**config.mk**
```make
export PLATFORM = sky130hd
export DESIGN_NAME = pipe_ctrl_flat
export DESIGN_NICKNAME = d
export VERILOG_FILES = /design/src/rtl/pipe_ctrl_if.sv /design/src/rtl/pipe_ctrl.sv /design/src/flat_wrapper.sv
export SDC_FILE = /design/constraint.sdc
export NUM_CORES = 1
export LEC_CHECK = 0
export ABC_CLOCK_PERIOD_IN_PS = 3500
export CAP_MARGIN = 20
export CORE_MARGIN = 2
export CORE_UTILIZATION = 29
export CTS_CLUSTER_SIZE = 10
export DETAILED_ROUTE_END_ITERATION = 7
export GPL_TIMING_DRIVEN = 0
export PLACE_DENSITY = 0.78
export SYNTH_ARGS = -nofsm -noshare
export SYNTH_HDL_FRONTEND = slang
export SYNTH_SLANG_ARGS = --single-unit
export TNS_END_PERCENT = 5
```
**constraint.sdc**
```tcl
create_clock -name clk -period 3.5 [get_ports clk]
set_input_delay 1.05 -clock clk [delete_from_list [all_inputs] [get_ports clk]]
set_output_delay 1.05 -clock clk [all_outputs]
set_load 0.02 [all_outputs]
```
**src/rtl/pipe_ctrl_if.sv**
```systemverilog
// pipe_ctrl_if
//   Bundles the pipeline-control signals exchanged between pipe_ctrl and the
//   five pipeline stages.
//   master : the sequencer (pipe_ctrl). It receives the stall requests and the
//            committed exception, and drives stall/flush/redirect/watchdog.
//   slave  : the pipeline side. It drives the requests and exception, and
//            consumes the control outputs.
//   Signals:
//     stallreq_from_id/ex/mem  stage stall requests
//     excepttype_i[31:0]       committed exception type (0 = none)
//     cp0_epc_i[31:0]          forwarded EPC, used for ERET
//     stall[5:0]               bit0 PC .. bit5 WB, 1 = stop
//     flush                    clear all pipeline registers this cycle
//     new_pc[31:0]             redirect target, valid with flush
//     stall_timeout            sticky watchdog flag
//     stall_cycles[31:0]       stall performance counter (0 when not built)
interface pipe_ctrl_if;
  logic        stallreq_from_id;
  logic        stallreq_from_ex;
  logic        stallreq_from_mem;
  logic [31:0] excepttype_i;
  logic [31:0] cp0_epc_i;
  logic [5:0]  stall;
  logic        flush;
  logic [31:0] new_pc;
  logic        stall_timeout;
  logic [31:0] stall_cycles;

  modport master (
    input  stallreq_from_id, stallreq_from_ex, stallreq_from_mem,
    input  excepttype_i, cp0_epc_i,
    output stall, flush, new_pc, stall_timeout, stall_cycles
  );

  modport slave (
    output stallreq_from_id, stallreq_from_ex, stallreq_from_mem,
    output excepttype_i, cp0_epc_i,
    input  stall, flush, new_pc, stall_timeout, stall_cycles
  );
endinterface

```
**src/rtl/pipe_ctrl.sv**
```systemverilog
// pipe_ctrl
//   Central sequencer for the 5-stage core. Arbitrates stage stall requests
//   into the 6-bit stall vector, turns committed exceptions / ERET into a
//   flush plus redirect PC, holds a one-cycle post-flush recovery window and
//   runs a stall watchdog.
//   Ports:
//     clk  system clock, rising edge
//     rst  asynchronous, active-low reset
//     bus  pipe_ctrl_if.master (requests in, stall/flush/new_pc/watchdog out)
//   Parameters:
//     EXC_VECTOR  redirect PC for every non-ERET exception
//     WDOG_MAX    consecutive stalled cycles before stall_timeout is raised
//   Build option:
//     PIPE_CTRL_PERF_CNT_EN  when defined, builds the 32-bit stall_cycles
//                            counter; otherwise stall_cycles is tied to 0.
//
//   State          | meaning
//   ---------------+------------------------------------------------------
//   RUN            | normal stall arbitration and exception decode
//   FLUSH_RECOVER  | one cycle after a flush; all requests are ignored
module pipe_ctrl #(
  parameter logic [31:0] EXC_VECTOR = 32'h0000_0020,
  parameter logic [15:0] WDOG_MAX   = 16'd1024
) (
  input  logic             clk,
  input  logic             rst,
  pipe_ctrl_if.master      bus
);

  localparam logic [31:0] EXC_ERET = 32'h0000_000e;

  typedef enum logic {
    RUN           = 1'b0,
    FLUSH_RECOVER = 1'b1
  } state_t;

  state_t      state;
  logic [5:0]  stall_c;
  logic        flush_c;
  logic [31:0] new_pc_c;
  logic [15:0] wdog_cnt;
  logic [15:0] wdog_nxt;
  logic        timeout_q;

  // Outputs are combinational so the pipeline registers act on them in the
  // same cycle. Gating with rst makes them fall to zero as soon as reset is
  // asserted, without waiting for an edge.
  always_comb begin
    stall_c  = 6'b000000;
    flush_c  = 1'b0;
    new_pc_c = 32'h0;
    if (rst && state == RUN) begin
      if (bus.excepttype_i != 32'h0) begin
        flush_c  = 1'b1;
        new_pc_c = (bus.excepttype_i == EXC_ERET) ? bus.cp0_epc_i : EXC_VECTOR;
      end else if (bus.stallreq_from_mem) begin
        stall_c = 6'b011111;
      end else if (bus.stallreq_from_ex) begin
        stall_c = 6'b001111;
      end else if (bus.stallreq_from_id) begin
        stall_c = 6'b000111;
      end
    end
  end

  // Only RUN can raise flush, so leaving FLUSH_RECOVER always lands in RUN.
  always_ff @(posedge clk or negedge rst) begin
    if (!rst) begin
      state <= RUN;
    end else if (flush_c) begin
      state <= FLUSH_RECOVER;
    end else begin
      state <= RUN;
    end
  end

  always_comb begin
    if (stall_c == 6'b000000 || flush_c) begin
      wdog_nxt = 16'd0;
    end else if (wdog_cnt >= WDOG_MAX) begin
      wdog_nxt = wdog_cnt;
    end else begin
      wdog_nxt = wdog_cnt + 16'd1;
    end
  end

  // The flag is set on the edge that completes the WDOG_MAX-th stalled cycle.
  always_ff @(posedge clk or negedge rst) begin
    if (!rst) begin
      wdog_cnt  <= 16'd0;
      timeout_q <= 1'b0;
    end else begin
      wdog_cnt <= wdog_nxt;
      if (stall_c != 6'b000000 && wdog_nxt == WDOG_MAX) begin
        timeout_q <= 1'b1;
      end
    end
  end

`ifdef PIPE_CTRL_PERF_CNT_EN
  logic [31:0] perf_cnt;

  // Free-running, wraps at 2^32; only reset clears it.
  always_ff @(posedge clk or negedge rst) begin
    if (!rst) begin
      perf_cnt <= 32'h0;
    end else if (stall_c[0]) begin
      perf_cnt <= perf_cnt + 32'h1;
    end
  end

  assign bus.stall_cycles = perf_cnt;
`else
  assign bus.stall_cycles = 32'h0;
`endif

  assign bus.stall         = stall_c;
  assign bus.flush         = flush_c;
  assign bus.new_pc        = new_pc_c;
  assign bus.stall_timeout = timeout_q;

endmodule

```
**src/flat_wrapper.sv**
```systemverilog
// flat-port wrapper written by rule: the top's interface ports become plain ports
module pipe_ctrl_flat 
#(
  parameter logic [31:0] EXC_VECTOR = 32'h0000_0020,
  parameter logic [15:0] WDOG_MAX   = 16'd1024
)
  (clk, rst, bus_stallreq_from_id, bus_stallreq_from_ex, bus_stallreq_from_mem, bus_excepttype_i, bus_cp0_epc_i, bus_stall, bus_flush, bus_new_pc, bus_stall_timeout, bus_stall_cycles);
  pipe_ctrl_if bus_i ();
  input  logic clk;
  input  logic rst;
  input wire logic [$bits(bus_i.stallreq_from_id)-1:0] bus_stallreq_from_id;
  input wire logic [$bits(bus_i.stallreq_from_ex)-1:0] bus_stallreq_from_ex;
  input wire logic [$bits(bus_i.stallreq_from_mem)-1:0] bus_stallreq_from_mem;
  input wire logic [$bits(bus_i.excepttype_i)-1:0] bus_excepttype_i;
  input wire logic [$bits(bus_i.cp0_epc_i)-1:0] bus_cp0_epc_i;
  output wire logic [$bits(bus_i.stall)-1:0] bus_stall;
  output wire logic [$bits(bus_i.flush)-1:0] bus_flush;
  output wire logic [$bits(bus_i.new_pc)-1:0] bus_new_pc;
  output wire logic [$bits(bus_i.stall_timeout)-1:0] bus_stall_timeout;
  output wire logic [$bits(bus_i.stall_cycles)-1:0] bus_stall_cycles;
  assign bus_i.stallreq_from_id = bus_stallreq_from_id;
  assign bus_i.stallreq_from_ex = bus_stallreq_from_ex;
  assign bus_i.stallreq_from_mem = bus_stallreq_from_mem;
  assign bus_i.excepttype_i = bus_excepttype_i;
  assign bus_i.cp0_epc_i = bus_cp0_epc_i;
  assign bus_stall = bus_i.stall;
  assign bus_flush = bus_i.flush;
  assign bus_new_pc = bus_i.new_pc;
  assign bus_stall_timeout = bus_i.stall_timeout;
  assign bus_stall_cycles = bus_i.stall_cycles;
  pipe_ctrl #(.EXC_VECTOR(EXC_VECTOR), .WDOG_MAX(WDOG_MAX)) u_core (.clk(clk), .rst(rst), .bus(bus_i));
endmodule
```
==> results of run 1 <==
report_power, final:
group	total, W	internal [W]	switching, W
Clock	0.000137	0.0000762	0.0000607
Sequential	0.000209	0.000209	0.000000282
Combinational	0.000153	0.0000863	0.0000666
Total	0.000499	0.000371	0.000128
flip-flops by register name (all words and copies together), names as in the netlist:
register	flops
u_core.wdog_cnt	16
u_core.state	1
u_core.bus.stall_timeout	1
synth_stat cells:
cell type,number
o41ai_2,1
nand4bb_1,1
o32ai_1,1
dfrtp_1,18
buf_2,1
xnor2_1,5
nand4_1,7
a21o_1,1
buf_4,35
conb_1,1
o31ai_1,2
nand3_1,2
o21a_1,1
and3_1,4
nor2_1,24
nor4_1,10
or4_1,2
a21oi_1,3
nor3_1,5
ha_1,2
nand2_1,6
clkbuf_1,5
mux2i_1,2
o211ai_1,1
nor2b_1,2
inv_1,13
and2_1,32
xor2_1,5
or4_4,1
nand2b_1,2
nor4bb_1,2
a31oi_1,1
a41o_1,1
or3_1,1
a211oi_1,2
nor3b_1,1
nor3_2,1
area by class of cell:
type                            instances  area (µm²)
Sequential cell                        18         450
Fill cell                             481        2330
Multi-Input combinational cell        164        1080
Tap cell                               72        90.1
Clock buffer                            3        41.3
Inverter                               13        52.6
Timing Repair Buffer                  112        1060
Buffer                                 41         334
timing repair:
| item | CTS | global route |
|---|---|---|
| endpoints found under the hold margin | 0 | 0 |
| pin swaps | 19 | 13 |
| buffers inserted | 3 | 2 |
| endpoints found under the setup margin | 38 | 37 |
| resized for setup | 279 | 54 |
metal layers:
metal | global-route usage [%] | wire (µm)
met3 | 2.53 | 372
met1 | 16.6 | 1920
met4 | 2.63 | 14
met5 | 0 | 0
met2 | 30.3 | 2850
per-stage QoR:
step,instances,TNS [ps],area [µm²]
final,423,0,3110
after global placement,415,-45580,2910
after detailed placement,415,-46970,2910
after global routing,423,-657,3110
after floorplan,236,0,1750
after CTS,421,-2780,3070
kinds of logic after synthesis:
family	Yosys count	share of synthesized area, %
AOI/OAI and AO/OA	14	6.73
muxes	2	1.24
DFF	18	27.9
xor gates and xnor gates	10	5.42
and+or+nand+nor	103	36.2
other	1	0.232
buffers and inverters	54	20.7
adders and majority gates	2	1.55
how the worst max path moves through the flow:
stage                               from      endpoint  slack [ps]
floorplan           bus_excepttype_i[12]  bus_stall[1]          20
global placement                     rst  bus_stall[1]       -1460
detailed placement                   rst  bus_stall[2]       -1500
CTS                 bus_excepttype_i[27]  bus_stall[1]        -130
global route         bus_excepttype_i[4]  bus_stall[2]         -50
finish              bus_excepttype_i[30]  bus_stall[2]          20
critical path, delay by kind of cell:
family	cells	cell delay, ps
AND/OR/NAND/NOR	4	660
buffers and inverters	5	720
==> run_results.csv, run 1 <==
group,metric,value,unit
hold_path,min-delay-start,"u_core.bus.stall_timeout",
yosys,syn_area,1620,µm²
route,vias,1753,
global_routing,grt_pass1_vias,1559,
route,first_iter_violations,23,
route,ant_nets,0,
worst_setup_path,r2r-start,"u_core.wdog_cnt[10]",
timing,fin_hold_ws,468,ps
floorplan,rows,27,
global_routing,grt_usage,15.2,%
clocking,path_clk_slew,60,ps
floorplan,core-area,5440,µm²
global_routing,grt_antenna_before_repair,0,
finish,area_delta_synth_final,92.3,%
worst_setup_path,crit_path_max_incr_delay,250,ps
timing,drv_slew,0,
clocking,cts_hold_buf,0,
worst_setup_path,crit_type,"input pin to output port",
finish,utilization,57.1,%
timing,fmaxAchievable,287,MHz
route,first_pass_iters,4,
yosys,synth.distinct_cells,37,
power,p_leak,1.53,nW
placed_design,portBuffers,107,
clocking,cts_num_sinks,18,
worst_setup_path,startpoint_type,"input pin",
placed_design,place.detailed.hpwl,4.17,mm
global_routing,grt_max_degree,21,
timing,clock_skew,0.857,ps
global_routing,grt_pass1_wl,7.60,mm
power,peakVddDrop,0.194,mV
status,status,"completed",
yosys,synth_seq_cells,18,
clocking,cts.path.max_buffers,2,
hold_path,worstHoldPathType,"register to register",
yosys,netlist_instances,204,
worst_setup_path,worstRegToRegCells,5,
timing,fin_ws,16.8,ps
worst_setup_path,required,2450,ps
placed_design,place_ws,-1500,ps
clocking,cts_tree,"done",
timing,period_needed,3480,ps
route,drc,0,
finish,n_antenna_cell,0,
yosys,yosys.area.top_type,"dfrtp_1",
worst_setup_path,crit_path_max_fanout,3,
hold_path,whs_path_depth,2,
route,wl,5.15,mm
yosys,synth_warnings,0,
clocking,numCtsBuffers,3,
worst_setup_path,worst_ep_arrival_time,2430,ps
finish,drive_above_1_share,35.6,%
timing,final.period_utilization,99.5,%
finish,mostFrequentLayoutCells,"41 x buf_4, 36 x buf_6, 34 x clkdlybuf4s50_1",
clocking,htreeDepth,1,
yosys,syn_avg_cell_area,7.92,µm²
timing,setup_viol,0,
worst_setup_path,cpMaxStageDelayCell,"dlygate4sd2_1",
yosys,synth_top_area_share,27.9,%
timing,finalHoldViolCount,0,
power,power_density,161,nW/µm²
finish,final_common_cell,"buf_4",
route,viasPerCell,4.14,
worst_setup_path,worstPathCellList,"dlygate4sd2_1, nor3_2, nand4_1, nor2_4, nand4_1, clkbuf_8, clkinvlp_4, buf_6, buf_6",
route,wl_per_cell,12.2,µm
power,p_total,0.000499,W
clocking,root_buffer,"clkbuf_8",
floorplan,die_h,78.7,µm
clocking,clk-insertion-delay-late,250,ps
floorplan,dieArea,6190,µm²
floorplan,die_x,78.7,µm
worst_setup_path,end_kind,"output port",
yosys,synth_area_leaders,"dfrtp_1 28%, buf_4 16%, and2_1 12%",
worst_setup_path,r2r_slack,1310,ps
worst_setup_path,r2r-end,"u_core.bus.stall_timeout",
floorplan,boundaryPins,141,
job,max_cap_viol_count,0,
floorplan,initial_utilization,29.7,%
global_routing,overflow,0,
timing,grt_setup_unrepaired,"true",
placed_design,routabilityCongestion,0.847,
hold_path,whs_endpoint,"u_core.bus.stall_timeout",
yosys,ys_seq_area_share,27.9,%
finish,nNetsFinal,424,
Power figures use the tool's default switching activity.
==> run 2: changes to the inputs <==
--- a/config.mk
+++ b/config.mk
@@ -11,7 +11,7 @@
 export CORE_UTILIZATION = 29
 export CTS_CLUSTER_SIZE = 10
 export DETAILED_ROUTE_END_ITERATION = 7
-export GPL_TIMING_DRIVEN = 0
+export GPL_TIMING_DRIVEN = 1
 export PLACE_DENSITY = 0.78
 export SYNTH_ARGS = -nofsm -noshare
 export SYNTH_HDL_FRONTEND = slang
==> run_results.csv, run 2 (synthesis results as in run 1) <==
group,metric,value,unit
finish,n_antenna_cell,0,
worst_setup_path,cp_num_buf_inv,3,
route,first_iter_violations,27,
finish,area_delta_synth_final,71.1,%
floorplan,rows,27,
finish,final_area,2770,µm²
worst_setup_path,r2r_slack,1270,ps
floorplan,dieArea,6190,µm²
floorplan,die_h,78.7,µm
global_routing,overflow,0,
worst_setup_path,cpMaxStageDelayCell,"nor4_2",
power,power_density,170,nW/µm²
route,vias,1645,
route,viasPerCell,4.27,
finish,drive_above_1_share,20.4,%
placed_design,portBuffers,107,
clocking,clk-insertion-delay-late,250,ps
worst_setup_path,crit_type,"input pin to output port",
status,status,"completed",
worst_setup_path,worstPathCellList,"dlygate4sd2_1, nor4_2, nand4_1, nor2_2, and3_4, buf_12, and2_1, buf_6",
hold_path,whs_path_depth,2,
power,peakVddDrop,0.285,mV
worst_setup_path,crit_path_max_incr_delay,260,ps
hold_path,min-delay-start,"u_core.bus.stall_timeout",
finish,mostFrequentLayoutCells,"42 x clkdlybuf4s50_1, 33 x conb_1, 32 x and2_1, 32 x buf_6, 23 x nor2_1",
timing,final.period_utilization,99.9,%
worst_setup_path,worstRegToRegCells,5,
route,drc,0,
clocking,cts_tree,"done",
global_routing,grt_antenna_before_repair,0,
finish,regMostFlops,"u_core.wdog_cnt",
hold_path,worstHoldPathType,"register to register",
route,wl,4.81,mm
placed_design,placed_cells,382,
worst_setup_path,required,2450,ps
route,ant_nets,0,
floorplan,initial_utilization,29.7,%
worst_setup_path,worst_ep_arrival_time,2450,ps
floorplan,core-area,5440,µm²
worst_setup_path,end_kind,"output port",
global_routing,grt_usage,15.1,%
timing,fmaxAchievable,286,MHz
floorplan,die_x,78.7,µm
worst_setup_path,r2r-end,"u_core.bus.stall_timeout",
timing,period_needed,3500,ps
clocking,numCtsBuffers,3,
timing,clock_skew,2.73,ps
clocking,htreeDepth,1,
finish,nNetsFinal,386,
clocking,cts_num_sinks,18,
timing,grt_setup_unrepaired,"true",
timing,setup_viol,0,
finish,final_cells,385,
clocking,path_clk_slew,60,ps
hold_path,whs_endpoint,"u_core.bus.stall_timeout",
worst_setup_path,startpoint_type,"input pin",
route,first_pass_iters,4,
worst_setup_path,crit_family,"simple AND/OR/NAND/NOR gates",
clocking,cts.path.max_buffers,2,
placed_design,place.detailed.hpwl,3.96,mm
route,wl_per_cell,12.5,µm
finish,largest_register_ffs,16,
job,max_cap_viol_count,0,
timing,drv_slew,0,
finish,final_common_cell,"clkdlybuf4s50_1",
floorplan,boundaryPins,141,
timing,finalHoldViolCount,0,
placed_design,routabilityCongestion,0.830,
global_routing,grt_pass1_wl,7.54,mm
timing,fin_hold_ws,462,ps
global_routing,grt_max_degree,32,
timing,tns,0,ps
global_routing,grt_pass1_vias,1504,
clocking,root_buffer,"clkbuf_8",
worst_setup_path,r2r-start,"u_core.wdog_cnt[10]",
placed_design,placed_area,2690,µm²
clocking,postCtsSetupBuffers,0,
worst_setup_path,crit_path_max_fanout,31,
power,p_leak,1.24,nW
## run 2: area by class of cell
class / count / area (µm²)
multi-input cells: 164 / 1000
well taps: 72 / 90.1
inverters: 13 / 52.6
flip-flops and latches: 18 / 450
clock buffers: 3 / 41.3
fillers: 528 / 2670
repair buffers: 115 / 1130
## run 2: through the flow
| stage | setup slack [ps] | utilization (%) | power (W) |
|---|---|---|---|
| after floorplan | 16.4 | - | 0.000281 |
| after global routing | -120 | 50.8 | 0.000492 |
| after detailed placement | -822 | 49.5 | 0.000341 |
| after CTS | 1.38 | 47.7 | 0.000473 |
| after global placement | -863 | 49.5 | 0.000340 |
| final | 2.64 | 50.8 | 0.000470 |
## run 2: repair_timing
item,4_1_cts,5_1_grt
gates resized for setup,207,64
endpoints found under the setup margin,38,38
hold buffers,0,0
pin swaps,11,0
## run 2: metal layers
layer  part of all wire, %  wire (µm)  global-route usage (%)
met5                     0          0                       0
met3                   6.1        294                    2.53
met4                  0.48         23                    3.16
met1                    39       1870                    17.5
met2                    54       2620                    28.8
## run 2: worst min-delay path: stages (launching register included)
cell and delay (ps):
dfrtp_1 340, inv_1 50, o41ai_2 40
## run 2: worst max-delay path by stage
stage | depth (start not counted) | from | end
after floorplan | 7 | bus_excepttype_i[12] | bus_stall[1]
after global placement | 8 | bus_excepttype_i[20] | bus_stall[0]
after detailed placement | 8 | bus_excepttype_i[20] | bus_stall[0]
after CTS | 8 | bus_excepttype_i[15] | bus_stall[0]
after global routing | 8 | bus_excepttype_i[16] | bus_new_pc[11]
final | 8 | bus_excepttype_i[15] | bus_new_pc[11]
## run 2: report_power, final
group | leakage [nW] | total, W | switching [W] | internal (W)
logic | 0.970 | 0.000122 | 0.0000565 | 0.0000654
registers | 0.245 | 0.000209 | 0.000000457 | 0.000209
clock network | 0.0216 | 0.000139 | 0.0000626 | 0.0000763
total | 1.24 | 0.000470 | 0.000120 | 0.000351
==> run 3: changes to the inputs <==
--- a/config.mk
+++ b/config.mk
@@ -13,6 +13,7 @@
 export DETAILED_ROUTE_END_ITERATION = 7
 export GPL_TIMING_DRIVEN = 1
 export PLACE_DENSITY = 0.78
+export REMOVE_ABC_BUFFERS = 1
 export SYNTH_ARGS = -nofsm -noshare
 export SYNTH_HDL_FRONTEND = slang
 export SYNTH_SLANG_ARGS = --single-unit
==> run_results.csv, run 3 (synthesis results as in run 1) <==
group,metric,value,unit
status,status,"completed",
finish,largest_register_ffs,16,
route,routedLengthMet1,1.99,mm
power,p_leak,1.30,nW
worst_setup_path,end_kind,"output port",
power,p_sw_share,25.7,%
finish,final_common_cell,"clkdlybuf4s50_1",
clocking,clk-insertion-delay-late,250,ps
route,dr.max_layer_used,"met4",
route,wl,5.40,mm
route,first_pass_iters,4,
job,max_cap_viol_count,0,
route,route.met3.wl,503,µm
power,power_frac_seq,41.6,%
route,ant_nets,0,
worst_setup_path,worstRegToRegCells,5,
timing,grt_setup_unrepaired,"true",
power,power_density,175,nW/µm²
timing,finalHoldViolCount,0,
hold_path,worstHoldPathType,"register to register",
timing,final.period_utilization,99.3,%
hold_path,whs_path_depth,2,
timing,fin_hold_ws,465,ps
power,power.switching,0.000129,W
finish,n_antenna_cell,0,
route,first_iter_violations,57,
floorplan,initial_utilization,29.7,%
placed_design,routabilityCongestion,0.890,
timing,tns,0,ps
worst_setup_path,r2r_slack,1280,ps
floorplan,dieArea,6190,µm²
timing,clock_skew,1.09,ps
finish,area_delta_synth_final,77.7,%
placed_design,portBuffers,107,
global_routing,overflow,0,
power,power_frac_comb,25.2,%
clocking,cts_num_sinks,18,
floorplan,rows,27,
timing,fin_ws,23.6,ps
clocking,htreeDepth,1,
route,vias,1730,
timing,period_needed,3480,ps
timing,fmaxAchievable,288,MHz
worst_setup_path,r2r-end,"u_core.bus.stall_timeout",
power,p_total,0.000504,W
worst_setup_path,r2r-start,"u_core.wdog_cnt[10]",
clocking,cts_tree,"done",
clocking,root_buffer,"clkbuf_8",
power,peakVddDrop,0.155,mV
clocking,numCtsBuffers,3,
route,wl_per_cell,13.9,µm
worst_setup_path,worstSetupEndpoint,"bus_new_pc[10]",
power,power_frac_clock,33.2,%
timing,setup_viol,0,
global_routing,grt_pass1_wl,8.13,mm
placed_design,place.detailed.hpwl,4.16,mm
placed_design,placed_area,2680,µm²
global_routing,grt_usage,16.6,%
finish,regMostFlops,"u_core.wdog_cnt",
worst_setup_path,crit_type,"input pin to output port",
worst_setup_path,crit_path_max_fanout,16,
clocking,cts.path.max_buffers,2,
worst_setup_path,required,2450,ps
timing,drv_slew,0,
finish,nNetsFinal,390,
placed_design,place_ws,-758,ps
worst_setup_path,worst_ep_arrival_time,2430,ps
global_routing,grt_pass1_vias,1604,
route,drc,0,
worst_setup_path,worstSetupStartpoint,"bus_excepttype_i[2]",
clocking,path_clk_slew,70,ps
finish,drive_above_1_share,30.8,%
floorplan,die_x,78.7,µm
worst_setup_path,startpoint_type,"input pin",
global_routing,grt_antenna_before_repair,0,
route,wl_met2,2.83,mm
finish,final_area,2870,µm²
finish,mostFrequentLayoutCells,"39 x clkdlybuf4s50_1, 33 x conb_1, 30 x buf_6",
global_routing,grt_max_degree,20,
floorplan,die_h,78.7,µm
floorplan,core-area,5440,µm²
power,p_int,0.000375,W
floorplan,boundaryPins,141,
route,viasPerCell,4.44,
run 3: cell count changes in the layout (fill, tap and decap cells not counted), sizes merged:
cell / previous run / this run
buf: 48 / 60
dlygate4sd2: 14 / 6
clkbuf: 4 / 7
clkdlybuf4s50: 42 / 39
clkdlybuf4s15: 10 / 11
clkinvlp: 1 / 0
inv: 12 / 13
run 3: through the flow:
step                instances  util (%)
finish                    390      52.8
floorplan                 195         -
global route              390      52.8
detailed placement        382      49.3
CTS                       390      51.6
global placement          382      49.3
run 3: area by class of cell:
| class | instances | area (µm²) |
|---|---|---|
| clock buffer | 4 | 55.1 |
| tap | 72 | 90.1 |
| sequential | 18 | 450 |
| fill | 498 | 2570 |
| timing repair buffer | 119 | 1160 |
| inverter | 13 | 48.8 |
| multi-input combinational | 164 | 1060 |
run 3: worst min path at each step:
| stage | slack [ps] | start | to |
|---|---|---|---|
| 3_5_place_dp | 460 | u_core.bus.stall_timeout | u_core.bus.stall_timeout |
| 4_1_cts | 470 | u_core.bus.stall_timeout | u_core.bus.stall_timeout |
| 5_1_grt | 490 | u_core.bus.stall_timeout | u_core.bus.stall_timeout |
| 2_1_floorplan | 490 | u_core.wdog_cnt[11] | u_core.wdog_cnt[11] |
| 3_3_place_gp | 450 | u_core.bus.stall_timeout | u_core.bus.stall_timeout |
| 6_report | 470 | u_core.bus.stall_timeout | u_core.bus.stall_timeout |
run 3: what timing repair did:
action | 4_1_cts | 5_1_grt
setup buffers | 3 | 0
endpoints found under the setup margin | 38 | 36
hold buffers | 0 | 0
pin swaps | 13 | 5
resized for setup | 287 | 23
cloned | 2 | 0
run 3: per-layer routing:
layer,track usage [%],vias to the layer above
met4,4.39,0
met1,18.1,801
met2,31.0,75
met3,4.83,6
li1,-,848
met5,0,-
run 3: power groups by stage:
| stage | Clock (W) | Combinational [W] | Sequential, W |
|---|---|---|---|
| 2_1_floorplan | 0 | 0.0000394 | 0.000213 |
| 3_3_place_gp | 0 | 0.000128 | 0.000213 |
| 3_5_place_dp | 0 | 0.000129 | 0.000213 |
| 4_1_cts | 0.000176 | 0.000120 | 0.000209 |
| 5_1_grt | 0.000184 | 0.000135 | 0.000209 |
| 6_report | 0.000168 | 0.000127 | 0.000210 |
run 3: worst max-delay path, cell delays in order:
cell and delay (ps):
clkdlybuf4s50_1 490, and3_4 200, and3_4 200, buf_6 100
buf_12 120, and2_1 140, buf_6 120
